File: src/rtl/multi_pulse_generator.sv
// Multi-channel periodic pulse/PWM generator: one shared period counter, per-channel
// duty thresholds, shadow config applied at period boundaries, continuous and one-shot modes.

module mpg_channel #(
    parameter int WIDTH = 8
) (
    input  logic             clk,
    input  logic             reset,
    input  logic             cfg_we,
    input  logic             load,
    input  logic             run_n,
    input  logic [WIDTH-1:0] cfg_duty,
    input  logic [WIDTH-1:0] cnt_n,
    output logic             signal
);
    logic [WIDTH-1:0] d_s, d_a, d_s_n, d_a_n;

    // Same-edge cfg writes bypass straight into the active threshold on a load.
    assign d_s_n = cfg_we ? cfg_duty : d_s;
    assign d_a_n = load ? d_s_n : d_a;

    always_ff @(posedge clk) begin
        if (!reset) begin
            d_s    <= '0;
            d_a    <= '0;
            signal <= 1'b0;
        end else begin
            d_s    <= d_s_n;
            d_a    <= d_a_n;
            signal <= run_n && (cnt_n < d_a_n);
        end
    end
endmodule

module multi_pulse_generator #(
    parameter int WIDTH    = 8,
    parameter int CHANNELS = 4
) (
    input  logic                      clk,
    input  logic                      reset,
    input  logic                      enable,
    input  logic                      oneshot,
    input  logic                      start,
    input  logic                      cfg_we,
    input  logic [WIDTH-1:0]          cfg_period,
    input  logic [CHANNELS*WIDTH-1:0] cfg_duty,
    output logic [CHANNELS-1:0]       signal,
    output logic                      period_end,
    output logic                      busy
);
    typedef enum logic {IDLE, RUN} state_t;

    state_t           state, state_n;
    logic [WIDTH-1:0] cnt, cnt_n;
    logic [WIDTH-1:0] p_s, p_a, p_s_n, p_a_n;
    logic             mode_q, mode_n;
    logic             load;
    logic             run_n;

    always_ff @(posedge clk) begin
        if (!reset) begin
            state      <= IDLE;
            cnt        <= '0;
            mode_q     <= 1'b0;
            p_s        <= '0;
            p_a        <= '0;
            period_end <= 1'b0;
            busy       <= 1'b0;
        end else begin
            state      <= state_n;
            cnt        <= cnt_n;
            mode_q     <= mode_n;
            p_s        <= p_s_n;
            p_a        <= p_a_n;
            period_end <= run_n && (cnt_n == p_a_n);
            busy       <= run_n;
        end
    end

    always_comb begin
        state_n = state;
        cnt_n   = cnt;
        mode_n  = mode_q;
        load    = 1'b0;
        case (state)
            IDLE: begin
                cnt_n = '0;
                if ((!oneshot && enable) || (oneshot && start)) begin
                    state_n = RUN;
                    mode_n  = oneshot;
                    load    = 1'b1;
                end
            end
            RUN: begin
                if (cnt == p_a) begin
                    cnt_n = '0;
                    // Continuous runs keep going only if enable is high at the boundary.
                    if (!mode_q && enable) load = 1'b1;
                    else                   state_n = IDLE;
                end else begin
                    cnt_n = cnt + WIDTH'(1);
                end
            end
            default: state_n = IDLE;
        endcase
    end

    assign run_n = (state_n == RUN);
    assign p_s_n = cfg_we ? cfg_period : p_s;
    assign p_a_n = load ? p_s_n : p_a;

    for (genvar i = 0; i < CHANNELS; i++) begin : g_ch
        mpg_channel #(.WIDTH(WIDTH)) u_ch (
            .clk      (clk),
            .reset    (reset),
            .cfg_we   (cfg_we),
            .load     (load),
            .run_n    (run_n),
            .cfg_duty (cfg_duty[i*WIDTH +: WIDTH]),
            .cnt_n    (cnt_n),
            .signal   (signal[i])
        );
    end
endmodule

File: config.mk
export PLATFORM = sky130hd
export DESIGN_NAME = multi_pulse_generator
export DESIGN_NICKNAME = d
export VERILOG_FILES = /design/src/rtl/multi_pulse_generator.sv
export SDC_FILE = /design/constraint.sdc
export NUM_CORES = 1
export LEC_CHECK = 0
export CAP_MARGIN = 10
export CORE_MARGIN = 3
export CORE_UTILIZATION = 48
export DETAILED_ROUTE_END_ITERATION = 10
export PLACE_DENSITY = 0.71
export SLEW_MARGIN = 20
export SYNTH_ARGS = -nofsm -noshare
export SYNTH_HDL_FRONTEND = slang
export SYNTH_SLANG_ARGS = --single-unit
File: constraint.sdc
create_clock -name clk -period 8.4 [get_ports clk]
set_input_delay 1.68 -clock clk [delete_from_list [all_inputs] [get_ports clk]]
set_output_delay 1.68 -clock clk [all_outputs]
set_load 0.1 [all_outputs]
==> impl_metrics.py, run 1 <==
metrics = {
    "global_routing": {
        "antenna_found_initial": 0,
        "grt_pass1_vias": 3203,
        "grt_max_degree": 81,
        "grt_usage_pct": 18.1,
        "grt_pass1_wl_um": 14800,
        "grt_overflow_total": 0,
    },
    "clock_network": {
        "clockBufferDepth": 2,
        "cts_setup_buffers": 0,
        "clkLatencyLatePin_ns": 0.36,
        "tritoncts": "yes",
        "clock-root-buffer": "clkbuf_8",
        "clk_pin_slew_ns": 0.08,
        "htreeDepth": 3,
        "cts_buffers": 9,
        "clkSinkCount": 95,
        "cts_hold_buf": 0,
        "cts_repair_resize_count": 0,
    },
    "placement": {
        "gp_congestion": 0.849,
        "dp_hpwl_um": 6140,
        "dpl_cell_area_mm2": 0.00485,
        "io_buffers": 51,
        "place_ws_ns": 3.57,
    },
    "critical_path": {
        "rrSetupSlack_ns": 5.01,
        "crit_slowest_cell": "clkdlybuf4s50_1",
        "critPathKind": "primary input to flop",
        "critical_path.cell_chain": "clkdlybuf4s50_1, inv_1, nor3_1, a31o_2, buf_4, o21ai_0, ha_1, a211oi_1, a221oi_1, a2111oi_0",
        "critPathMaxStageDelay_ns": 0.57,
        "worstPathMaxFanout": 72,
        "setup.worst_path.start_class": "primary input",
        "worstPathArrival_ns": 4.74,
        "endpoint_kind": "flop",
        "cp.required_ns": 8.64,
    },
    "detailed_routing": {
        "viasPerCell": 5.32,
        "drc": 0,
        "num_vias": 3282,
        "dr.pass1.iters": 5,
        "wl_per_cell_um": 14.6,
        "drt_iter0_drc": 124,
        "ant_nets": 0,
        "wirelength_um": 8980,
    },
    "run": {
        "drv_cap": 0,
    },
    "die": {
        "core_area_mm2": 0.00876,
        "io_pins": 52,
        "die_area_mm2": 0.0103,
        "start_util_pct": 49.7,
        "dieWidth_um": 101,
        "dieHeight_um": 101,
        "rows": 34,
    },
    "yosys": {
        "synth_nets": 545,
        "synth_top_area_share_pct": 43.6,
        "ys_warn_count": 0,
        "synth_ff_type": "dfxtp_1",
        "synth_edf_count": 0,
        "synth-async-reset-ratio_pct": 0,
        "syn_avg_cell_area_um2": 9.27,
        "ys_seq_area_share_pct": 43.6,
        "netlist-cell-type-count": 42,
        "syn_inst": 470,
        "synth_area_mm2": 0.00436,
        "synth_top_area_cell": "dfxtp_1",
        "synthTopCellsByArea": "dfxtp_1 44%, mux2i_1 10%, ha_1 8.3%, nor2_1 6.8%, o21ai_0 4.4%",
        "ys_ff_latch": 95,
    },
    "timing": {
        "worst_slew_pin_slew_ns": 0.975,
        "fin_ws_ns": 3.90,
        "fin_crit_sh_pct": 53.5,
        "slew_viol_final": 0,
        "whs_ns": 0.491,
        "finalHoldViolCount": 0,
        "max_freq_ghz": 0.222,
        "setup_tns_ns": 0,
        "period_minus_slack_ns": 4.50,
        "finClkSkew_ns": 0.00614,
        "setup_viol": 0,
        "rsz0062_at_grt": "no",
        "relSlewSlack_pct": 34.8,
    },
    "layout": {
        "syn_to_final_growth_pct": 15.0,
        "seq_area_mm2": 0.00190,
        "drive_gt1_share_pct": 5.50,
        "nFillCells": 791,
        "final_cell_mix": "95 x dfxtp_1, 79 x nor2_1, 50 x clkdlybuf4s50_1",
        "final_common_cell": "dfxtp_1",
        "n_antenna_cell": 0,
        "final_area_mm2": 0.00501,
        "multiInputGateArea_mm2": 0.00223,
        "nNetsFinal": 580,
    },
    "power": {
        "power.density_mw_per_mm2": 198,
        "peakVddDrop_mv": 0.115,
        "leakage_nw": 2.24,
        "power_mw": 0.992,
    },
    "hold_path": {
        "hold_path.class": "flop to flop",
    },
    "status": {
        "status": "finished clean",
    },
}
==> per-layer routing <==
metal | up-vias | part of all wire, % | track usage (%)
met5 | - | 0 | 0
met4 | 0 | 1.4 | 5.62
met3 | 13 | 4.4 | 3.99
met2 | 52 | 48 | 31.0
met1 | 1537 | 46 | 22.7
li1 | 1680 | - | -
==> cell families after synthesis <==
family                     Yosys count  synth area share, %
xor gates and xnor gates            21                 4.22
AOI/OAI and AO/OA                   75                 10.8
adders and majority gates           29                 8.33
DFF                                 95                 43.6
muxes                               52                 12.1
and+or+nand+nor                    153                 15.6
buffers and inverters               45                 5.23
==> per-stage QoR <==
stage	util, %	instances
3_3_place_gp	55.4	602
3_5_place_dp	55.4	602
5_1_grt	57.2	617
2_1_floorplan	-	470
6_report	57.2	617
4_1_cts	57.2	617
==> layout make-up <==
type                            instances  area share (%)
Sequential cell                        95            38.0
Multi-Input combinational cell        330            44.5
Tap cell                              108            2.70
Clock inverter                          1          0.0999
Clock buffer                           14            3.05
Inverter                               14            1.05
Timing Repair Buffer                   55            10.7
==> worst max-delay path, delay by kind of cell <==
family,cells,cell delay (ns)
buffers and inverters,3,1.17
AND/OR/NAND/NOR,1,0.30
adder cells (fa/ha/maj),1,0.36
AO/OA/AOI/OAI,5,1.19
==> path summary, 6_finish.rpt <==
kind         cells past startpoint                      startpoint                              to
min reg2reg                      2  g_ch[2].u_ch.d_s[4]$_SDFF_PN0_  g_ch[2].u_ch.d_s[4]$_SDFF_PN0_
min                              2  g_ch[2].u_ch.d_s[4]$_SDFF_PN0_  g_ch[2].u_ch.d_s[4]$_SDFF_PN0_
max                             10                          enable  g_ch[2].u_ch.signal$_SDFF_PN0_
max reg2reg                      9               cnt[0]$_SDFF_PN0_  g_ch[2].u_ch.signal$_SDFF_PN0_
==> Yosys cell counts, types with 4 or more instances <==
library cell and count:
dfxtp_1 95, o21ai_0 38, buf_4 4, mux2_2 7, a21o_1 7, buf_2 4
a211oi_1 6, clkbuf_1 18, ha_1 29, a21oi_1 7, xor2_1 14, nand3_1 7
nor3_1 11, nor2_1 79, nand2_1 30, and2_1 9, xnor2_1 7, mux2i_1 45
inv_1 13
==> power breakdown <==
part / switching [mW] / leakage [nW] / internal (mW)
registers: 0.0155 / 0.783 / 0.489
clock network: 0.144 / 0.0805 / 0.114
logic: 0.139 / 1.37 / 0.0900
total: 0.298 / 2.24 / 0.693
==> flip-flops by register name (all words and copies together), names as in the netlist <==
signal            count
cnt                   8
period_end            1
p_a                   8
g_ch.u_ch.signal      4
state                 1
mode_q                1
p_s                   8
g_ch.u_ch.d_a        32
g_ch.u_ch.d_s        32
Power figures use the tool's default switching activity.
==> inputs of run 2 (changes only) <==
- PLACE_DENSITY: 0.71 -> 0.74
- clock period: 8.4 -> 4 ns (I/O delays scaled with it)
==> impl_metrics.py, run 2 (synthesis results as in run 1) <==
metrics = {
    "clock_network": {
        "clk_pin_slew_ns": 0.08,
        "cts_hold_buf": 0,
        "clock-root-buffer": "clkbuf_8",
        "cts_buffers": 9,
        "htreeDepth": 3,
        "clkSinkCount": 95,
        "tritoncts": "yes",
        "clockBufferDepth": 2,
        "cts_setup_buffers": 0,
        "clkLatencyLatePin_ns": 0.36,
        "cts_repair_resize_count": 0,
    },
    "global_routing": {
        "antenna_found_initial": 0,
        "grt_overflow_total": 0,
        "grt_pass1_wl_um": 14900,
        "grt_max_degree": 52,
        "grt_pass1_vias": 3248,
        "grt_usage_pct": 18.1,
    },
    "timing": {
        "whs_ns": 0.494,
        "relSlewSlack_pct": 35.1,
        "rsz0062_at_grt": "no",
        "finClkSkew_ns": 0.00975,
        "slew_viol_final": 0,
        "worst_slew_pin_slew_ns": 0.970,
        "setup_viol": 0,
        "finalHoldViolCount": 0,
        "max_freq_ghz": 0.296,
        "period_minus_slack_ns": 3.38,
        "fin_crit_sh_pct": 84.4,
        "setup_tns_ns": 0,
    },
    "critical_path": {
        "cp.required_ns": 4.24,
        "critical_path.cell_chain": "clkdlybuf4s50_1, inv_1, nor3_1, a31o_2, buf_12, nand2_1, o21ai_0, ha_1, a211oi_1, a221oi_1, a2111oi_0",
        "endpoint_kind": "flop",
        "crit_cells": 11,
        "critPathKind": "primary input to flop",
        "worstPathArrival_ns": 3.62,
        "setup.worst_path.start_class": "primary input",
        "critPathMaxStageDelay_ns": 0.57,
        "path_buf_inv": 3,
        "crit_family": "compound AO/OA/AOI/OAI gates",
        "crit_slowest_cell": "clkdlybuf4s50_1",
        "reg2reg_depth": 9,
        "worstPathMaxFanout": 26,
    },
    "layout": {
        "layout.cells.non_filler": 621,
        "nFillCells": 761,
        "final_area_mm2": 0.00512,
        "multiInputGateArea_mm2": 0.00223,
        "drive_gt1_share_pct": 6.43,
        "seq_area_mm2": 0.00190,
        "n_antenna_cell": 0,
        "final_cell_mix": "95 x dfxtp_1, 79 x nor2_1, 50 x clkdlybuf4s50_1",
        "reg.largest.list": "g_ch.u_ch.d_a (32), g_ch.u_ch.d_s (32)",
        "final_common_cell": "dfxtp_1",
        "syn_to_final_growth_pct": 17.4,
        "nNetsFinal": 583,
    },
    "placement": {
        "gp_congestion": 0.880,
        "dpl_cell_area_mm2": 0.00493,
        "io_buffers": 51,
        "dp_hpwl_um": 6570,
        "placed_cells": 605,
    },
    "hold_path": {
        "holdPathStages": 2,
        "hold_path.class": "flop to flop",
    },
    "detailed_routing": {
        "wl_per_cell_um": 14.5,
        "wirelength_um": 9010,
        "drt_iter0_drc": 153,
        "drc": 0,
        "ant_nets": 0,
        "num_vias": 3298,
        "dr.pass1.iters": 4,
        "viasPerCell": 5.31,
    },
    "power": {
        "power_mw": 2.18,
        "power.density_mw_per_mm2": 426,
        "peakVddDrop_mv": 0.211,
        "leakage_nw": 2.28,
    },
    "die": {
        "dieWidth_um": 101,
        "start_util_pct": 49.7,
        "io_pins": 52,
        "rows": 34,
        "dieHeight_um": 101,
        "core_area_mm2": 0.00876,
        "die_area_mm2": 0.0103,
    },
    "status": {
        "status": "finished clean",
    },
    "run": {
        "drv_cap": 0,
    },
}
## run 2: cell count changes in the layout (fill, tap and decap cells not counted)
cell,before,now
bufinv_16,0,1
clkinvlp_4,0,1
buf_12,0,4
clkbuf_1,4,3
buf_4,4,3
## run 2: worst paths after layout
kind	start	to	slack, ns
hold / removal	g_ch[3].u_ch.d_s[2]$_SDFF_PN0_	g_ch[3].u_ch.d_s[2]$_SDFF_PN0_	0.49
setup reg to reg	cnt[0]$_SDFF_PN0_	g_ch[2].u_ch.signal$_SDFF_PN0_	0.79
setup / recovery	enable	g_ch[0].u_ch.signal$_SDFF_PN0_	0.62
hold reg to reg	g_ch[3].u_ch.d_s[2]$_SDFF_PN0_	g_ch[3].u_ch.d_s[2]$_SDFF_PN0_	0.49
## run 2: worst min-delay path: cells and delay by family (launching register included)
family,cells,cell delay [ns]
flip-flops,1,0.32
AND/OR/NAND/NOR,1,0.08
multiplexers,1,0.07
## run 2: power by group
group | switching (mW) | internal, mW
combinational | 0.297 | 0.203
clock | 0.314 | 0.306
sequential | 0.0324 | 1.03
## run 2: through the flow
step,setup slack [ns],util [%]
3_5_place_dp,0.258,56.2
4_1_cts,0.624,58.4
5_1_grt,0.401,58.4
3_3_place_gp,0.434,56.2
2_1_floorplan,0.604,-
6_report,0.623,58.4
## run 2: cell type report
type | count | area share, %
clock buffer | 13 | 2.91
clock inverter | 3 | 0.831
sequential | 95 | 37.2
tap | 108 | 2.64
timing repair buffer | 58 | 11.9
inverter | 14 | 1.03
multi-input combinational | 330 | 43.5
## run 2: routing by layer
metal  share of wire, %  vias up  wire length, µm  GRT usage (%)
met4                1.7        0              152           5.93
li1                   -     1681                -              -
met3                5.1       17              458           4.06
met2                 46       79             4180           29.4
met1                 47     1521             4210           23.9
met5                  0        -                0              0
==> inputs of run 3 (changes only) <==
- PLACE_DENSITY: 0.74 -> 0.71
- clock period: 4 -> 3.37 ns (I/O delays scaled with it)
==> impl_metrics.py, run 3 (synthesis results as in run 1) <==
metrics = {
    "status": {
        "status": "finished clean",
    },
    "layout": {
        "n_antenna_cell": 0,
        "post-route-util_pct": 59.2,
        "final_common_cell": "dfxtp_1",
        "drive_gt1_share_pct": 8.86,
        "reg.largest.list": "g_ch.u_ch.d_a (32), g_ch.u_ch.d_s (32)",
        "final_cell_mix": "95 x dfxtp_1, 79 x nor2_1, 46 x clkdlybuf4s50_1",
        "nFillCells": 783,
        "nNetsFinal": 590,
        "syn_to_final_growth_pct": 19.0,
    },
    "critical_path": {
        "endpoint_kind": "flop",
        "cp.required_ns": 3.57,
        "timing.rr.end": "g_ch[3].u_ch.signal$_SDFF_PN0_",
        "path_buf_inv": 3,
        "critical_path.cell_chain": "clkdlybuf4s50_1, inv_1, nor3_1, a31o_2, buf_12, nand2_1, o21ai_0, ha_1, a211oi_1, a221oi_1, a2111oi_0",
        "critPathKind": "primary input to flop",
        "worstPathArrival_ns": 3.34,
        "rrSetupSlack_ns": 0.25,
        "r2r_start": "cnt[5]$_SDFF_PN0_",
        "critPathMaxStageDelay_ns": 0.51,
        "reg2reg_depth": 9,
        "crit_slowest_cell": "clkdlybuf4s50_1",
        "setup.worst_path.start_class": "primary input",
        "crit_family": "compound AO/OA/AOI/OAI gates",
        "worstSetupStartpoint": "enable",
        "worstPathMaxFanout": 44,
    },
    "timing": {
        "fin_ws_ns": 0.234,
        "finClkSkew_ns": 0.00862,
        "setup_viol": 0,
        "worst_slew_pin_slew_ns": 0.965,
        "period_minus_slack_ns": 3.14,
        "slew_viol_final": 0,
        "fin_crit_sh_pct": 93.0,
        "finalHoldViolCount": 0,
        "rsz0062_at_grt": "no",
        "max_freq_ghz": 0.319,
        "relSlewSlack_pct": 35.5,
    },
    "clock_network": {
        "clkLatencyLatePin_ns": 0.35,
        "cts_buffers": 9,
        "cts_setup_buffers": 0,
        "cts_repair_resize_count": 0,
        "tritoncts": "yes",
        "clkSinkCount": 95,
        "cts_hold_buf": 0,
        "clk_pin_slew_ns": 0.09,
        "clockBufferDepth": 2,
        "htreeDepth": 3,
        "clock-root-buffer": "clkbuf_8",
    },
    "detailed_routing": {
        "dr.pass1.iters": 4,
        "ant_nets": 0,
        "wirelength_um": 9010,
        "num_vias": 3327,
        "viasPerCell": 5.31,
        "drt_iter0_drc": 142,
        "drc": 0,
        "wl_per_cell_um": 14.4,
    },
    "global_routing": {
        "grt_usage_pct": 18.4,
        "antenna_found_initial": 0,
        "grt_pass1_vias": 3254,
        "grt_overflow_total": 0,
        "grt_pass1_wl_um": 15000,
        "grt_max_degree": 56,
    },
    "placement": {
        "gp_congestion": 0.852,
        "dp_hpwl_um": 6540,
        "io_buffers": 51,
        "place_ws_ns": -0.122,
    },
    "die": {
        "start_util_pct": 49.7,
        "die_area_mm2": 0.0103,
        "dieHeight_um": 101,
        "rows": 34,
        "io_pins": 52,
        "dieWidth_um": 101,
        "core_area_mm2": 0.00876,
    },
    "power": {
        "leakage_nw": 2.34,
        "power.density_mw_per_mm2": 516,
        "peakVddDrop_mv": 0.245,
    },
    "run": {
        "drv_cap": 0,
    },
    "hold_path": {
        "hold_path.class": "flop to flop",
        "min_to": "g_ch[0].u_ch.d_s[3]$_SDFF_PN0_",
        "holdPathStages": 2,
        "hp-start": "g_ch[0].u_ch.d_s[3]$_SDFF_PN0_",
    },
}
==> run 3: cell count changes in the layout (fill, tap and decap cells not counted) <==
| cell | delta |
|---|---|
| buf_4 | +11 |
| bufinv_16 | +1 |
| clkbuf_1 | -3 |
| clkdlybuf4s50_1 | -4 |
| inv_6 | +1 |
==> run 3: area by class of cell <==
type | count | area [µm²] | share of cell area [%]
Multi-Input combinational cell | 330 | 2230 | 43.0
Sequential cell | 95 | 1900 | 36.7
Timing Repair Buffer | 65 | 651 | 12.5
Clock buffer | 10 | 138 | 2.65
Tap cell | 108 | 135 | 2.60
Clock inverter | 5 | 81.3 | 1.57
Inverter | 14 | 52.6 | 1.01
==> run 3: per-stage QoR <==
stage                     power [mW]  instance area (µm²)  cells  TNS (ns)  hold WS (ns)
after detailed placement        1.88                 4970    612    -0.122         0.479
final                           2.68                 5190    627         0         0.499
after floorplan                 1.71                 4360    470         0         0.450
after CTS                       2.70                 5190    627         0         0.505
after global placement          1.86                 4970    612         0         0.473
after global routing            2.82                 5190    627         0         0.531
==> run 3: routing by layer <==
metal | GRT usage, % | share of wire [%] | up-vias
li1 | - | - | 1701
met1 | 22.9 | 46 | 1551
met2 | 32.1 | 48 | 59
met3 | 3.37 | 3.9 | 16
met4 | 5.93 | 1.6 | 0
met5 | 0 | 0 | -
==> run 3: worst reg2reg max path, cell delays in order (launching register included) <==
cell and delay (ns):
dfxtp_1 0.46, xor2_1 0.13, nor4_2 0.52, a21o_1 0.42, nand2b_1 0.20, inv_1 0.15
ha_1 0.34, a21o_1 0.16, a21o_1 0.17, a2111oi_0 0.45
==> run 3: how the worst max path moves through the flow <==
| stage | end | slack [ns] | cells after the start |
|---|---|---|---|
| 6_report | g_ch[3].u_ch.signal$_SDFF_PN0_ | 0.23 | 11 |
| 5_1_grt | g_ch[3].u_ch.signal$_SDFF_PN0_ | 0.04 | 11 |
| 4_1_cts | g_ch[3].u_ch.signal$_SDFF_PN0_ | 0.22 | 11 |
| 3_5_place_dp | g_ch[3].u_ch.signal$_SDFF_PN0_ | -0.12 | 11 |
| 3_3_place_gp | g_ch[2].u_ch.signal$_SDFF_PN0_ | 0.14 | 11 |
| 2_1_floorplan | g_ch[2].u_ch.signal$_SDFF_PN0_ | 0.001 | 12 |
==> run 3: power by group <==
part / total, mW / internal [mW] / switching (mW)
registers: 1.25 / 1.22 / 0.0351
clock network: 0.821 / 0.436 / 0.386
logic: 0.600 / 0.245 / 0.354
total: 2.68 / 1.90 / 0.775
==> patch, RTL diff (config.mk and constraints of run 3) <==
The output `busy` loses its register stage (`busy` becomes a continuous assignment).
--- a/src/rtl/multi_pulse_generator.sv
+++ b/src/rtl/multi_pulse_generator.sv
@@ -65,7 +65,6 @@
             p_s        <= '0;
             p_a        <= '0;
             period_end <= 1'b0;
-            busy       <= 1'b0;
         end else begin
             state      <= state_n;
             cnt        <= cnt_n;
@@ -73,9 +72,10 @@
             p_s        <= p_s_n;
             p_a        <= p_a_n;
             period_end <= run_n && (cnt_n == p_a_n);
-            busy       <= run_n;
         end
     end
+
+    assign busy = run_n;
 
     always_comb begin
         state_n = state;
Check against the original RTL: not equivalent (a bounded check fails within 4 cycles, from zero or initial values and one cycle with reset low).
==> patch against run 3 <==
- total power rose by 4.1%
- wire length is 3.2% higher
- final area is 2.2% higher
- first-iteration DRC count grew 8.5%
- critical path depth unchanged
- sequential cell count is the same
- global-route usage about the same
- synthesized cell count down 0.43%
- register-to-register slack gained 0.06 ns
- non-clock buffer count grew 5
- synthesized area is 1.8% higher
- setup slack better by 0.020 ns
- combinational power increased by 27%
- critical path type unchanged
==> patch: results (changes against run 3) <==
Parameter                              Value

Timing
  Worst-Margin Slew    0.964 ns (-0.000364 ns)
  Final setup skew    0.00825 ns (-0.000374 ns)
  Final count of pins violating max slew    0 (unchanged)

Cells and area
  Number of nets in the layout    596 (+1.0%)
  Number of inserted diodes    0 (unchanged)
  Non-filler instance count after layout    634 (+1.1%)
  Layout cells sized above 1    12.9% (+4.1 points)
  Largest regs    g_ch.u_ch.d_a x32, g_ch.u_ch.d_s x32
  Commonest non-fill, non-tap cell in the layout    dfxtp_1

Routing
  Vias after detailed routing    3334 (+0.21%)
  Total iterations of the first detailed-routing run    4 (unchanged)
  Starting DRT DRC Count    154 (+8.5%)
  Routed wire length per instance    14.7 um (+2.1%)

Clock network
  Post-cts sizing count    0 (unchanged)
  Clock slew at reported path FFs    0.09 ns (about the same)
  Clock latency on the worst-skew pair    between 0.3 and 0.4 ns
  Number of buffers inserted to repair setup after CTS    0 (unchanged)
  Number of buffers created by CTS    9 (unchanged)
  Library cell used as clock root buffer    clkbuf_8

Synth
  Commonest cells in the synthesized netlist    dfxtp_1, nor2_1, mux2i_1, nand2_1, o21ai_0
  Ys flop type    dfxtp_1
  Nets in the synthesized netlist    543 (-0.37%)
  Post-synthesis async set-or-reset flop share    0% (unchanged)
  Leading cell types by total area after synthesis    dfxtp_1, mux2i_1, ha_1
  Number of instances in the synthesized netlist    468 (-0.43%)
  Register area share after synthesis    42.9% (-0.78 points)
  Distinct cell type count of the synthesized netlist    44 (+4.8%)

Critical path
  Origin of the critical flop-to-flop path    cnt[0]
  Arrival time of data at the critical path endpoint    3.37 ns (+0.03 ns)
  Critical path origin    enable
  Largest fanout of any net on the critical path    34 (-23%)

Pwr
  IR drop worst, VDD    0.269 mV (+9.7%)
  PwrDens    525 mW/mm^2 (+1.8%)
  Cell-internal power    1.89 mW (-0.45%)
  P_leak    2.28 nW (-2.6%)

Place
  Worst slack, placed    -0.107 ns (+0.0147 ns)
  Buffers added on ports    51 (unchanged)
  Post-detail-place hpwl    6.81 mm (+4.2%)
  DP Cell Count    618 (+0.98%)
  Final weighted congestion of routability-driven global placement    0.825 (-3.2%)

Global route
  Total global routing track utilization    18.4% (+0.035 points)
  Largest net degree at the start of global routing    44 (-21%)
  Wire length of the first global-routing pass    15.1 mm (+0.41%)
  Vias in the first global route    3206 (-1.5%)
  Number of antenna violations at the first check in global routing    0 (unchanged)

Status
  Status    finished, final reports clean

Hold path
  Launch point of the worst hold path    g_ch[2].u_ch.d_s[3]
  Hold/Removal Path Class    reg -> reg
patch: cell types whose count changed in the layout (fill, tap and decap cells not counted), sizes merged, moves of 5 or more:
cell | before | now
buf | 19 | 24
xor2 | 14 | 4
inv | 15 | 6
nand2 | 30 | 38
mux2 | 7 | 16
and2 | 9 | 14
mux2i | 45 | 38
xnor2 | 7 | 16
patch: worst paths after layout:
check | slack (ns) | endpoint | depth (start not counted)
worst min-delay path | 0.50 | g_ch[2].u_ch.d_s[3] | 2
worst min register to register | 0.50 | g_ch[2].u_ch.d_s[3] | 2
worst max register to register | 0.31 | g_ch[2].u_ch.signal | 10
worst max-delay path | 0.25 | g_ch[2].u_ch.signal | 11
patch: layer usage:
| layer | wire length, um | vias to the layer above | track usage, % |
|---|---|---|---|
| li1 | - | 1721 | - |
| met1 | 4680 | 1533 | 25.2 |
| met2 | 4130 | 67 | 29.3 |
| met3 | 342 | 13 | 4.03 |
| met4 | 145 | 0 | 5.65 |
| met5 | 0 | - | 0 |
patch: final cells by class:
type                       instances  area (sq um)
clock buffer                      10           128
fill                             729          3550
inverter                           5          18.8
clock inverter                     6          70.1
tap                              108           135
sequential                        95          1900
multi-input combinational        340          2360
timing repair buffer              70           688
patch: cells by family (layout without fill, tap and decap cells):
group | Yosys count | after routing | synth area share, %
adders and majority gates | 29 | 29 | 8.18
muxes | 54 | 54 | 12.6
DFF | 95 | 95 | 42.9
buffers and inverters | 33 | 91 | 3.92
and+or+nand+nor | 162 | 162 | 16.6
AOI/OAI and AO/OA | 75 | 75 | 11.3
xor gates and xnor gates | 20 | 20 | 4.46
patch: metrics by stage:
stage,cell area [sq um],TNS [ns]
after floorplan,4440,0
after global placement,5100,0
after detailed placement,5100,-0.235
after CTS,5300,0
after global routing,5300,0
final,5300,0
patch: power groups by stage:
stage | Combinational [mW] | Clock, mW | Sequential, mW
detailed placement | 0.760 | 0 | 1.29
CTS | 0.768 | 0.766 | 1.27
global route | 0.842 | 0.813 | 1.28
global placement | 0.742 | 0 | 1.29
floorplan | 0.554 | 0 | 1.28
finish | 0.763 | 0.753 | 1.27
patch: critical path, cell delays in order:
cell             delay, ns
clkdlybuf4s50_1       0.52
mux2i_1               0.10
or2_2                 0.32
o31ai_4               0.10
buf_12                0.22
nand2_1               0.06
o21ai_0               0.12
ha_1                  0.30
a2111oi_0             0.42
a211oi_1              0.16
a2111oi_2             0.35
